`src/rtl/debug_frame_tx_if.sv`:
```
// UART transmit handshake between the debug framer and an external uart_tx.
// The framer is the master: it issues tx_start/tx_data and observes tx_busy.
`timescale 1ns/1ps
interface debug_frame_tx_if;
    logic       tx_start;
    logic [7:0] tx_data;
    logic       tx_busy;

    modport master (output tx_start, output tx_data, input tx_busy);
    modport slave  (input tx_start, input tx_data, output tx_busy);
endinterface

```
`src/rtl/debug_frame_tx.sv`:
```
// Debug telemetry framer: snapshots NUM_CHANNELS words and streams them to a UART
// as ASCII hex or raw bytes, separated by SEPARATOR and closed by TERMINATOR.
`timescale 1ns/1ps
module debug_frame_tx #(
    parameter int unsigned NUM_CHANNELS  = 4,
    parameter int unsigned CHANNEL_WIDTH = 16,
    parameter int unsigned PERIOD_WIDTH  = 28,
    parameter int unsigned PERIOD_TICKS  = 67000000,
    parameter int unsigned HEX_MODE      = 1,
    parameter logic [7:0]  SEPARATOR     = 8'h20,
    parameter logic [7:0]  TERMINATOR    = 8'h0A
) (
    input  logic                                  clk_in,
    input  logic                                  reset_n,
    input  logic                                  enable,
    input  logic                                  trigger,
    input  logic [NUM_CHANNELS*CHANNEL_WIDTH-1:0] data_in,
    debug_frame_tx_if.master                      uart,
    output logic                                  frame_busy,
    output logic                                  frame_done,
    output logic                                  overrun
);
    localparam int SPC   = (HEX_MODE != 0) ? int'(CHANNEL_WIDTH / 4) : int'(CHANNEL_WIDTH / 8);
    localparam int CH_W  = (NUM_CHANNELS > 1) ? $clog2(NUM_CHANNELS) : 1;
    localparam int SYM_W = $clog2(SPC + 1);
    localparam logic [PERIOD_WIDTH-1:0] PT_LAST  = PERIOD_WIDTH'(PERIOD_TICKS - 1);
    localparam logic [CH_W-1:0]         CH_LAST  = CH_W'(NUM_CHANNELS - 1);
    localparam logic [SYM_W-1:0]        SYM_SEP  = SYM_W'(SPC);

    typedef enum logic [2:0] {
        S_IDLE, S_CAPTURE, S_LOAD, S_START, S_GUARD, S_WAIT, S_DONE
    } state_t;

    function automatic logic [7:0] hex_ascii(input logic [3:0] n);
        if (n < 4'd10) begin
            return 8'h30 + {4'h0, n};
        end else begin
            return 8'h41 + {4'h0, n} - 8'h0A;
        end
    endfunction

    state_t                                state_q, state_d;
    logic [PERIOD_WIDTH-1:0]               cnt_q, cnt_d;
    logic [NUM_CHANNELS*CHANNEL_WIDTH-1:0] snap_q, snap_d;
    logic [CH_W-1:0]                       ch_q, ch_d;
    logic [SYM_W-1:0]                      sym_q, sym_d;
    logic                                  tx_start_q, tx_start_d;
    logic [7:0]                            tx_data_q, tx_data_d;
    logic                                  frame_busy_q, frame_busy_d;
    logic                                  frame_done_q, frame_done_d;
    logic                                  overrun_q, overrun_d;
    logic                                  tick_s;
    logic                                  req_s;
    logic [CHANNEL_WIDTH-1:0]              ch_word_s;
    logic [7:0]                            symbol_s;

    // Period counter: runs only while enabled, wraps on the tick cycle.
    always_comb begin
        tick_s = 1'b0;
        cnt_d  = cnt_q;
        if (!enable) begin
            cnt_d = '0;
        end else if (PERIOD_TICKS == 32'd0) begin
            cnt_d = '0;
        end else if (cnt_q == PT_LAST) begin
            cnt_d  = '0;
            tick_s = 1'b1;
        end else begin
            cnt_d = cnt_q + PERIOD_WIDTH'(1);
        end
        req_s = tick_s | (trigger & enable);
    end

    // Current symbol: a digit/byte of the current channel, or the trailing delimiter.
    always_comb begin
        ch_word_s = CHANNEL_WIDTH'(snap_q >> (int'(ch_q) * int'(CHANNEL_WIDTH)));
        symbol_s  = 8'h00;
        if (sym_q == SYM_SEP) begin
            symbol_s = (ch_q == CH_LAST) ? TERMINATOR : SEPARATOR;
        end else if (HEX_MODE != 0) begin
            symbol_s = hex_ascii(4'(ch_word_s >> (4 * (SPC - 1 - int'(sym_q)))));
        end else begin
            symbol_s = 8'(ch_word_s >> (8 * (SPC - 1 - int'(sym_q))));
        end
    end

    // Frame sequencer next-state and registered-output values.
    always_comb begin
        state_d   = state_q;
        snap_d    = snap_q;
        ch_d      = ch_q;
        sym_d     = sym_q;
        tx_data_d = tx_data_q;
        overrun_d = overrun_q | (req_s & (state_q != S_IDLE));
        case (state_q)
            S_IDLE: begin
                if (req_s) begin
                    state_d = S_CAPTURE;
                end else begin
                    state_d = S_IDLE;
                end
            end
            S_CAPTURE: begin
                snap_d  = data_in;
                ch_d    = '0;
                sym_d   = '0;
                state_d = S_LOAD;
            end
            S_LOAD: begin
                if (!uart.tx_busy) begin
                    tx_data_d = symbol_s;
                    state_d   = S_START;
                end else begin
                    state_d = S_LOAD;
                end
            end
            S_START: state_d = S_GUARD;
            S_GUARD: state_d = S_WAIT;
            S_WAIT: begin
                if (uart.tx_busy) begin
                    state_d = S_WAIT;
                end else if ((ch_q == CH_LAST) && (sym_q == SYM_SEP)) begin
                    state_d = S_DONE;
                end else if (sym_q == SYM_SEP) begin
                    sym_d   = '0;
                    ch_d    = ch_q + CH_W'(1);
                    state_d = S_LOAD;
                end else begin
                    sym_d   = sym_q + SYM_W'(1);
                    state_d = S_LOAD;
                end
            end
            S_DONE:  state_d = S_IDLE;
            default: state_d = S_IDLE;
        endcase
        tx_start_d   = (state_d == S_START);
        frame_busy_d = (state_d != S_IDLE);
        frame_done_d = (state_d == S_DONE);
    end

    // State and output registers; reset aborts any frame in progress.
    always_ff @(posedge clk_in or negedge reset_n) begin
        if (!reset_n) begin
            state_q      <= S_IDLE;
            cnt_q        <= '0;
            snap_q       <= '0;
            ch_q         <= '0;
            sym_q        <= '0;
            tx_start_q   <= 1'b0;
            tx_data_q    <= 8'h00;
            frame_busy_q <= 1'b0;
            frame_done_q <= 1'b0;
            overrun_q    <= 1'b0;
        end else begin
            state_q      <= state_d;
            cnt_q        <= cnt_d;
            snap_q       <= snap_d;
            ch_q         <= ch_d;
            sym_q        <= sym_d;
            tx_start_q   <= tx_start_d;
            tx_data_q    <= tx_data_d;
            frame_busy_q <= frame_busy_d;
            frame_done_q <= frame_done_d;
            overrun_q    <= overrun_d;
        end
    end

    assign uart.tx_start = tx_start_q;
    assign uart.tx_data  = tx_data_q;
    assign frame_busy    = frame_busy_q;
    assign frame_done    = frame_done_q;
    assign overrun       = overrun_q;
endmodule

```
`src/flat_wrapper.sv`:
```
// flat-port wrapper written by rule: the top's interface ports become plain ports
module debug_frame_tx_flat 
#(
    parameter int unsigned NUM_CHANNELS  = 4,
    parameter int unsigned CHANNEL_WIDTH = 16,
    parameter int unsigned PERIOD_WIDTH  = 28,
    parameter int unsigned PERIOD_TICKS  = 67000000,
    parameter int unsigned HEX_MODE      = 1,
    parameter logic [7:0]  SEPARATOR     = 8'h20,
    parameter logic [7:0]  TERMINATOR    = 8'h0A
)
  (clk_in, reset_n, enable, trigger, data_in, frame_busy, frame_done, overrun, uart_tx_start, uart_tx_data, uart_tx_busy);
  debug_frame_tx_if uart_i ();
  input  logic clk_in;
  input  logic reset_n;
  input  logic enable;
  input  logic trigger;
  input  logic [NUM_CHANNELS*CHANNEL_WIDTH-1:0] data_in;
  output logic frame_busy;
  output logic frame_done;
  output logic overrun;
  output wire logic [$bits(uart_i.tx_start)-1:0] uart_tx_start;
  output wire logic [$bits(uart_i.tx_data)-1:0] uart_tx_data;
  input wire logic [$bits(uart_i.tx_busy)-1:0] uart_tx_busy;
  assign uart_tx_start = uart_i.tx_start;
  assign uart_tx_data = uart_i.tx_data;
  assign uart_i.tx_busy = uart_tx_busy;
  debug_frame_tx #(.NUM_CHANNELS(NUM_CHANNELS), .CHANNEL_WIDTH(CHANNEL_WIDTH), .PERIOD_WIDTH(PERIOD_WIDTH), .PERIOD_TICKS(PERIOD_TICKS), .HEX_MODE(HEX_MODE), .SEPARATOR(SEPARATOR), .TERMINATOR(TERMINATOR)) u_core (.clk_in(clk_in), .reset_n(reset_n), .enable(enable), .trigger(trigger), .data_in(data_in), .uart(uart_i), .frame_busy(frame_busy), .frame_done(frame_done), .overrun(overrun));
endmodule
```
`config.mk`:
```
export PLATFORM = sky130hd
export DESIGN_NAME = debug_frame_tx_flat
export DESIGN_NICKNAME = d
export VERILOG_FILES = /design/src/rtl/debug_frame_tx_if.sv /design/src/rtl/debug_frame_tx.sv /design/src/flat_wrapper.sv
export SDC_FILE = /design/constraint.sdc
export NUM_CORES = 1
export LEC_CHECK = 0
export ABC_CLOCK_PERIOD_IN_PS = 2400
export BUFFER_PORTS_ARGS = -buffer_cell sky130_fd_sc_hd__buf_4
export CAP_MARGIN = 15
export CORE_MARGIN = 4
export CORE_UTILIZATION = 51
export CTS_CLUSTER_DIAMETER = 30
export DETAILED_ROUTE_END_ITERATION = 6
export PLACE_DENSITY = 0.73
export SLEW_MARGIN = 20
export SYNTH_ARGS = -nofsm -noshare
export SYNTH_HDL_FRONTEND = slang
export SYNTH_SLANG_ARGS = --single-unit
export TNS_END_PERCENT = 100
```
`constraint.sdc`:
```
create_clock -name clk_in -period 2.4 [get_ports clk_in]
set_input_delay 0.48 -clock clk_in [delete_from_list [all_inputs] [get_ports clk_in]]
set_output_delay 0.48 -clock clk_in [all_outputs]
set_load 0.02 [all_outputs]
```
==> results of run 1 <==
==> power breakdown <==
part           internal [mW]  switching, mW
clock network          0.624          0.629
registers               2.54          0.443
logic                   1.26          0.920
==> layout by cell type, fill, tap and decap left out, types with 10 or more instances in the layout <==
| master | n |
|---|---|
| o21ai_0 | 10 |
| dfrtp_1 | 109 |
| nand3_1 | 23 |
| xor2_1 | 15 |
| nor2_1 | 37 |
| nand2_1 | 26 |
| mux2_2 | 65 |
| clkbuf_8 | 10 |
| buf_4 | 92 |
| mux2i_1 | 12 |
==> area by class of cell <==
cell class                 count  area (um2)
fill                         782        3620
sequential                   111        2780
multi-input combinational    291        2350
timing repair buffer          95         742
tap                          133         166
clock buffer                  10         138
clock inverter                 6        91.3
inverter                       7        26.3
==> how the worst max path moves through the flow <==
stage	cells after the start	start	end	slack, ns
3_5_place_dp	8	u_core.ch_q[0]$_DFFE_PN0P_	u_core.uart.tx_data[2]$_DFFE_PN0P_	0.03
3_3_place_gp	8	u_core.ch_q[0]$_DFFE_PN0P_	u_core.uart.tx_data[1]$_DFFE_PN0P_	0.13
6_report	8	u_core.ch_q[0]$_DFFE_PN0P_	u_core.uart.tx_data[2]$_DFFE_PN0P_	0.14
2_1_floorplan	10	u_core.ch_q[0]$_DFFE_PN0P_	u_core.uart.tx_data[2]$_DFFE_PN0P_	0.15
5_1_grt	8	u_core.ch_q[0]$_DFFE_PN0P_	u_core.uart.tx_data[4]$_DFFE_PN0P_	-0.008
4_1_cts	8	u_core.ch_q[0]$_DFFE_PN0P_	u_core.uart.tx_data[2]$_DFFE_PN0P_	0.09
==> worst reg2reg max path, delay by kind of cell (launching register included) <==
family / cells / cell delay, ns
buf+inv: 1 / 0.19
flops: 1 / 0.47
compound gates: 2 / 0.49
simple gates: 3 / 0.33
mux: 1 / 0.50
fa+ha+maj: 1 / 0.17
==> cell families after synthesis <==
group	Yosys count
AND/OR/NAND/NOR	135
other	1
multiplexers	89
flip-flops	111
XOR/XNOR	24
buffers and inverters	29
adder cells (fa/ha/maj)	5
AO/OA/AOI/OAI	37
==> per-stage QoR <==
step | worst slack (ns) | cell area (um2) | power, mW | setup TNS (ns)
floorplan | 0.150 | 5270 | 4.47 | 0
global placement | 0.132 | 6040 | 5.13 | 0
detailed placement | 0.0253 | 6040 | 5.21 | 0
CTS | 0.0888 | 6270 | 6.47 | 0
global route | -0.00798 | 6290 | 6.82 | -0.0151
finish | 0.138 | 6290 | 6.42 | 0
==> timing repair <==
item | CTS | global route
resized for setup | 1 | 2
endpoints found under the setup margin | 1 | 6
buffers inserted | 0 | 2
pin swaps | 0 | 1
==> sequential cells by signal (all words and copies together), names as in the netlist <==
| name | flops |
|---|---|
| u_core.uart.tx_data | 7 |
| u_core.snap_q | 64 |
| u_core.sym_q | 3 |
| u_core.cnt_q | 28 |
| u_core.uart.tx_start | 1 |
| u_core.state_q | 3 |
| u_core.frame_done | 1 |
| u_core.overrun | 1 |
| u_core.frame_busy | 1 |
| u_core.ch_q | 2 |
==> layer usage <==
layer	share of wire	global-route usage
met3	0.045	0.0429
met4	0.014	0.0570
met2	0.48	0.317
met5	0	0
met1	0.46	0.265
==> flow_summary.toml, run 1 <==
[layout]
fin_util = 0.635
num-nets-final = 589
area_growth_pct = 19.3
drive_above_1_share = 0.363
final_cells = 653
num_antenna_cells = 0

[routing]
drc = 0
wl_mm = 11.0
ant_nets = 0
wl_per_cell_um = 16.9
drt-initial-drc-count = 219
vias_per_cell = 5.43
vias = 3547
drt-pass1-iter-count = 4

[timing]
fmax_mhz = 442
hold_viol = 0
min_period_over_period = 0.942
setup_viol = 0
relSlewSlack = 0.626
tightest_slew_ns = 0.561
fin_skew_ns = 0.0127
holdWs_ns = 0.174
slew_viol_final = 0
min_period_ns = 2.26

[yosys]
ys_seq_area_frac = 0.527
synth_top_family_by_area = "multiplexers"
synthesis.nets = 505
synth_cell_types = 51
synth_cells = 431
syn_area_per_cell_um2 = 12.2
syn_area_um2 = 5270
ys_warn_count = 0
synth-xor-area-share = 0.0399
synth_simple_gate_area_frac = 0.128
synthMuxAreaShare = 0.217
synth_fa_ha_area_frac = 0.0119
ys_async_sr_fraction = 1.00
yosysMostFrequentCell = "dfrtp_1"
synth_edf_count = 0
netlist.area_leader.share = 0.527
ys_seq_elements = 111
ys.flop_type = "dfrtp_1"
synth-compound-area-share = 0.0472
synthTopCellsByArea = "dfrtp_1 53%, mux2_2 14%, mux4_1 3.0%"
synth.largest_area_cell = "dfrtp_1"
netlist_top_cells_count = "111 x dfrtp_1, 65 x mux2_2, 37 x nor2_1"

[global_route]
track_usage = 0.195
grt_pass1_vias = 3663
antenna_found_initial = 0
grt_overflow_total = 0
grt_max_degree = 112
grt_pass1_wl_mm = 18.1

[floorplanning]
die_area_um2 = 12000
rows = 36
initial_core_util = 0.532
die_y_um = 110
pin_count = 81
die_x_um = 110
coreArea_um2 = 9910

[power]
power_density_nw_per_um2 = 1020
ir_worst_vdd_mv = 0.760
p_leak_nw = 2.77

[critical_path]
cp_max_fo = 9
worst-path-buf-inv = 1
arrival_ns = 2.51
endpoint_kind = "register"
rr_endpoint = "u_core.uart.tx_data[2]$_DFFE_PN0P_"
cp_cell_sequence = "buf_6 -> mux4_2 -> a222oi_1 -> or2_1 -> ha_1 -> nand2_1 -> nand3b_1 -> o211ai_1"
rrSetupSlack_ns = 0.14
cp.required_ns = 2.65
reg2reg_depth = 8
start_kind = "register"
r2r_start = "u_core.ch_q[0]$_DFFE_PN0P_"
crit_type = "reg2reg"
crit_slowest_cell = "mux4_2"
slowest_delay_ns = 0.50
crit_family = "multiplexers"

[placement]
dp_hpwl_mm = 8.17
dp.cells = 635
gp_congestion = 0.795
port_buffers = 79

[cts]
cts_hold_buf = 0
clkLatencyLatePin_ns = 0.38
cts.sinks = 111
cts_made_buffers = 9
cts.path.max_buffers = 2
cts_max_level = 3
clk_pin_slew_ns = 0.10
clk_root_buffer_cell = "clkbuf_8"
cts_tree = "built"

[outcome]
status = "completed"

[hold_path]
holdCritPathClass = "in2async"

[flow_run]
maxCapViolations = 0
No activity file was read; power rests on OpenSTA's default activity.
==> run 2: changes to the inputs <==
==> constraint.sdc (replaced) <==
create_clock -name clk_in -period 2.4 [get_ports clk_in]
set_input_delay 0.36 -clock clk_in [delete_from_list [all_inputs] [get_ports clk_in]]
set_output_delay 0.36 -clock clk_in [all_outputs]
set_load 0.02 [all_outputs]
==> run 2 against run 1 <==
  * Sequential cell count unchanged
  * Clock power increased by 9.6%
  * Via count increased by 2.7%
  * Global-route usage increased by 0.23 points
==> flow_summary.toml, run 2 (synthesis results as in run 1) <==
[timing]
worst_slack_ns = 0.0929
slew_viol_final = 0
setup_viol = 0
tightest_slew_ns = 0.638
min_period_over_period = 0.961
relSlewSlack = 0.575
final.setup.tns_ns = 0
fin_skew_ns = 0.0109
min_period_ns = 2.31
fmax_mhz = 433
hold_viol = 0

[cts]
cts_made_buffers = 9
clk_root_buffer_cell = "clkbuf_8"
cts.path.max_buffers = 2
clkLatencyLatePin_ns = 0.39
cts_tree = "built"
clk_pin_slew_ns = 0.11
cts.sinks = 111
cts_max_level = 3

[critical_path]
arrival_ns = 2.64
cp_max_fo = 6
start_kind = "register"
crit_type = "reg2reg"
cp.required_ns = 2.73
endpoint_kind = "register"

[layout]
largest_reg_flops = 64
num_antenna_cells = 0
top_register = "u_core.snap_q"
drive_above_1_share = 0.366
final_cells = 657
final_cell_mix = "110 x dfrtp_1, 95 x buf_4, 65 x mux2_2, 37 x nor2_1, 26 x nand2_1"
num-nets-final = 593
fin_util = 0.642
area_growth_pct = 20.5
mostFrequentLayoutCell = "dfrtp_1"

[routing]
vias_per_cell = 5.55
wl_per_cell_um = 16.8
drc = 0
ant_nets = 0
drt-pass1-iter-count = 4
vias = 3644
wl_mm = 11.1
drt-initial-drc-count = 195

[placement]
gp_congestion = 0.779
dp_hpwl_mm = 8.16
port_buffers = 79
dp.cells = 636
preCtsSetupSlack_ns = 0.0292

[power]
p_total_mw = 6.58
ir_worst_vdd_mv = 0.578
power_density_nw_per_um2 = 1030
p_leak_nw = 2.81

[global_route]
antenna_found_initial = 0
track_usage = 0.197
grt_pass1_vias = 3598
grt_max_degree = 65
grt_overflow_total = 0
grt_pass1_wl_mm = 18.3

[flow_run]
maxCapViolations = 0

[floorplanning]
pin_count = 81
coreArea_um2 = 9910
die_x_um = 110
die_area_um2 = 12000
initial_core_util = 0.532
die_y_um = 110
rows = 36

[outcome]
status = "completed"

[hold_path]
holdCritPathClass = "in2reg"
-- run 2: worst max-delay path, stage by stage (launching register included) --
cell	delay, ns
dfrtp_2	0.44
buf_4	0.14
buf_4	0.15
mux4_2	0.52
mux2i_1	0.22
o22a_2	0.20
a31oi_4	0.05
or4_1	0.42
nand3_1	0.10
-- run 2: final cells by class --
cell class	instances	area (um2)
clock buffer	9	124
timing repair buffer	99	774
sequential	111	2780
inverter	7	26.3
tap	133	166
multi-input combinational	291	2360
fill	799	3550
clock inverter	7	126
-- run 2: path summary, 6_finish.rpt --
| check | start | to | slack [ns] | cells after the start |
|---|---|---|---|---|
| min in group asynchronous | reset_n | u_core.cnt_q[8]$_DFF_PN0_ | 0.53 | 2 |
| min reg2reg | u_core.cnt_q[0]$_DFF_PN0_ | u_core.cnt_q[0]$_DFF_PN0_ | 0.49 | 1 |
| min | data_in[38] | u_core.snap_q[38]$_DFFE_PN0N_ | 0.19 | 2 |
| max in group asynchronous | reset_n | u_core.ch_q[0]$_DFFE_PN0P_ | 1.14 | 3 |
| max reg2reg | u_core.ch_q[0]$_DFFE_PN0P_ | u_core.uart.tx_data[0]$_DFFE_PN0P_ | 0.09 | 8 |
| max | u_core.ch_q[0]$_DFFE_PN0P_ | u_core.uart.tx_data[0]$_DFFE_PN0P_ | 0.09 | 8 |
-- run 2: report_power, final --
part	total, mW	internal [mW]	switching [mW]
Clock	1.37	0.707	0.667
Combinational	2.21	1.28	0.934
Sequential	2.99	2.54	0.454
Total	6.58	4.52	2.05
-- run 2: per-layer routing --
metal | wire length (um) | GRT usage | up-vias
li1 | - | - | 1717
met4 | 108 | 0.0481 | 0
met1 | 5090 | 0.293 | 1832
met3 | 694 | 0.0617 | 8
met5 | 0 | 0 | -
met2 | 5160 | 0.284 | 87
-- run 2: per-stage QoR --
step,cell area [um2],hold WS (ns)
global route,6360,0.166
global placement,6050,0.418
finish,6360,0.190
detailed placement,6050,0.421
CTS,6310,0.175
floorplan,5270,0.0644
-- run 2: timing repair --
action                                  CTS  global route
setup buffers                             0             4
resized for setup                         0             4
hold buffers                              1             0
hold endpoints to repair                  4             0
endpoints found under the setup margin    0             5
==> run 3: changes to the inputs <==
- PLACE_DENSITY: 0.73 -> 0.86
==> run 3 against run 2 <==
  * First-iteration DRC count rose by 39%
  * Power fell by 4.2%
  * Global-route usage rose by 0.11 points
  * Critical path depth fell by 1
  * Wire length rose by 2.5%
  * Register-to-register slack improved by 0.06 ns
  * Die area did not move
  * Critical path type unchanged
  * Final area fell by 1.3%
  * Setup slack improved by 0.056 ns
  * Non-clock buffer count fell by 1
==> flow_summary.toml, run 3 (synthesis results as in run 1) <==
[floorplanning]
initial_core_util = 0.532
die_y_um = 110
rows = 36
die_area_um2 = 12000
coreArea_um2 = 9910
pin_count = 81
die_x_um = 110

[outcome]
status = "completed"

[cts]
clk_pin_slew_ns = 0.12
post-cts-setup-buffers = 0
clk_root_buffer_cell = "clkbuf_8"
cts_tree = "built"
cts.sinks = 111
cts.path.max_buffers = 2
clkLatencyLatePin_ns = 0.38
cts_made_buffers = 9
cts_max_level = 3

[timing]
tightest_slew_ns = 0.562
min_period_ns = 2.25
fin_skew_ns = 0.0257
slew_viol_final = 0
worst_slack_ns = 0.149
fmax_mhz = 444
setup_viol = 0
hold_viol = 0
final.setup.tns_ns = 0
relSlewSlack = 0.625
rsz0062_at_grt = "false"
min_period_over_period = 0.938

[routing]
drt-initial-drc-count = 272
wl_per_cell_um = 17.3
ant_nets = 0
vias_per_cell = 5.63
vias = 3696
wl_mm = 11.3
drc = 0
drt-pass1-iter-count = 5

[global_route]
grt_overflow_total = 0
grt_pass1_wl_mm = 18.6
grt_max_degree = 50
track_usage = 0.199
antenna_found_initial = 0
grt_pass1_vias = 3740

[power]
internal_power_mw = 4.21
p_total_mw = 6.30
p_leak_nw = 2.77
pwr-share-seq = 0.473
power_density_nw_per_um2 = 1000
ir_worst_vdd_mv = 0.522
swShare = 0.333
power.net_switching_mw = 2.10
pwr-share-comb = 0.352
p_clk_frac = 0.175

[placement]
dp.cells = 639
preCtsSetupSlack_ns = 0.141
dp_hpwl_mm = 8.59
port_buffers = 79
gp_congestion = 0.845

[critical_path]
cp_max_fo = 6
start_kind = "register"
crit_type = "reg2reg"
cp.required_ns = 2.72
endpoint_kind = "register"
arrival_ns = 2.57

[layout]
top_register = "u_core.snap_q"
num_antenna_cells = 0
mostFrequentLayoutCell = "dfrtp_1"
area_growth_pct = 18.9
final_cells = 656
final_cell_mix = "109 x dfrtp_1, 95 x buf_4, 65 x mux2_2, 37 x nor2_1, 26 x nand2_1"
drive_above_1_share = 0.365
fin_util = 0.633
largest_reg_flops = 64
num-nets-final = 592

[flow_run]
maxCapViolations = 0

[hold_path]
holdCritPathClass = "in2reg"
[run 3: cell count changes in the layout (fill, tap and decap cells not counted), sizes merged]
cell      delta
clkinvlp     -1
buf          -1
bufinv       -3
inv          +1
clkinv       +3
[run 3: what timing repair did]
action                                 CTS  global route
setup endpoints to repair                0             4
endpoints found under the hold margin   35             0
gates resized for setup                  0             3
hold buffers                             1             0
[run 3: area by class of cell]
class | instances | area [um2]
clock buffer | 9 | 124
clock inverter | 7 | 75.1
timing repair buffer | 98 | 754
tap | 133 | 166
multi-input combinational | 291 | 2350
sequential | 111 | 2780
inverter | 7 | 26.3
fill | 756 | 3640
[run 3: path summary, 6_finish.rpt]
path,start,to,slack [ns],cells after the start
min in group asynchronous,reset_n,u_core.snap_q[47]$_DFFE_PN0N_,0.51,2
min,data_in[23],u_core.snap_q[23]$_DFFE_PN0N_,0.21,2
max,u_core.ch_q[0]$_DFFE_PN0P_,u_core.uart.tx_data[0]$_DFFE_PN0P_,0.15,7
min reg2reg,u_core.cnt_q[0]$_DFF_PN0_,u_core.cnt_q[0]$_DFF_PN0_,0.48,1
max reg2reg,u_core.ch_q[0]$_DFFE_PN0P_,u_core.uart.tx_data[0]$_DFFE_PN0P_,0.15,7
max in group asynchronous,reset_n,u_core.cnt_q[14]$_DFF_PN0_,1.18,3
[run 3: power groups by stage]
stage	combinational, mW	sequential, mW	clock (mW)
final	2.22	2.98	1.10
after global routing	2.42	3.05	1.20
after CTS	2.23	2.97	1.13
after detailed placement	2.22	3.01	0
after global placement	2.10	3.00	0
after floorplan	1.59	2.89	0
[run 3: critical path, stage by stage (launching register included)]
cell,delay (ns)
dfrtp_2,0.45
buf_4,0.18
mux4_1,0.57
nand3_1,0.12
and4_1,0.22
a31oi_2,0.14
or4_1,0.42
nand3_1,0.09
[run 3: stage by stage]
| stage | hold WS (ns) | instance area [um2] |
|---|---|---|
| 6_report | 0.207 | 6270 |
| 5_1_grt | 0.187 | 6270 |
| 4_1_cts | 0.197 | 6270 |
| 3_5_place_dp | 0.399 | 6060 |
| 3_3_place_gp | 0.389 | 6060 |
| 2_1_floorplan | 0.0644 | 5270 |
[run 3: layer usage]
metal | global-route usage | share of wire
met1 | 0.283 | 0.44
met3 | 0.0382 | 0.047
met5 | 0 | 0
met4 | 0.0463 | 0.014
met2 | 0.318 | 0.50
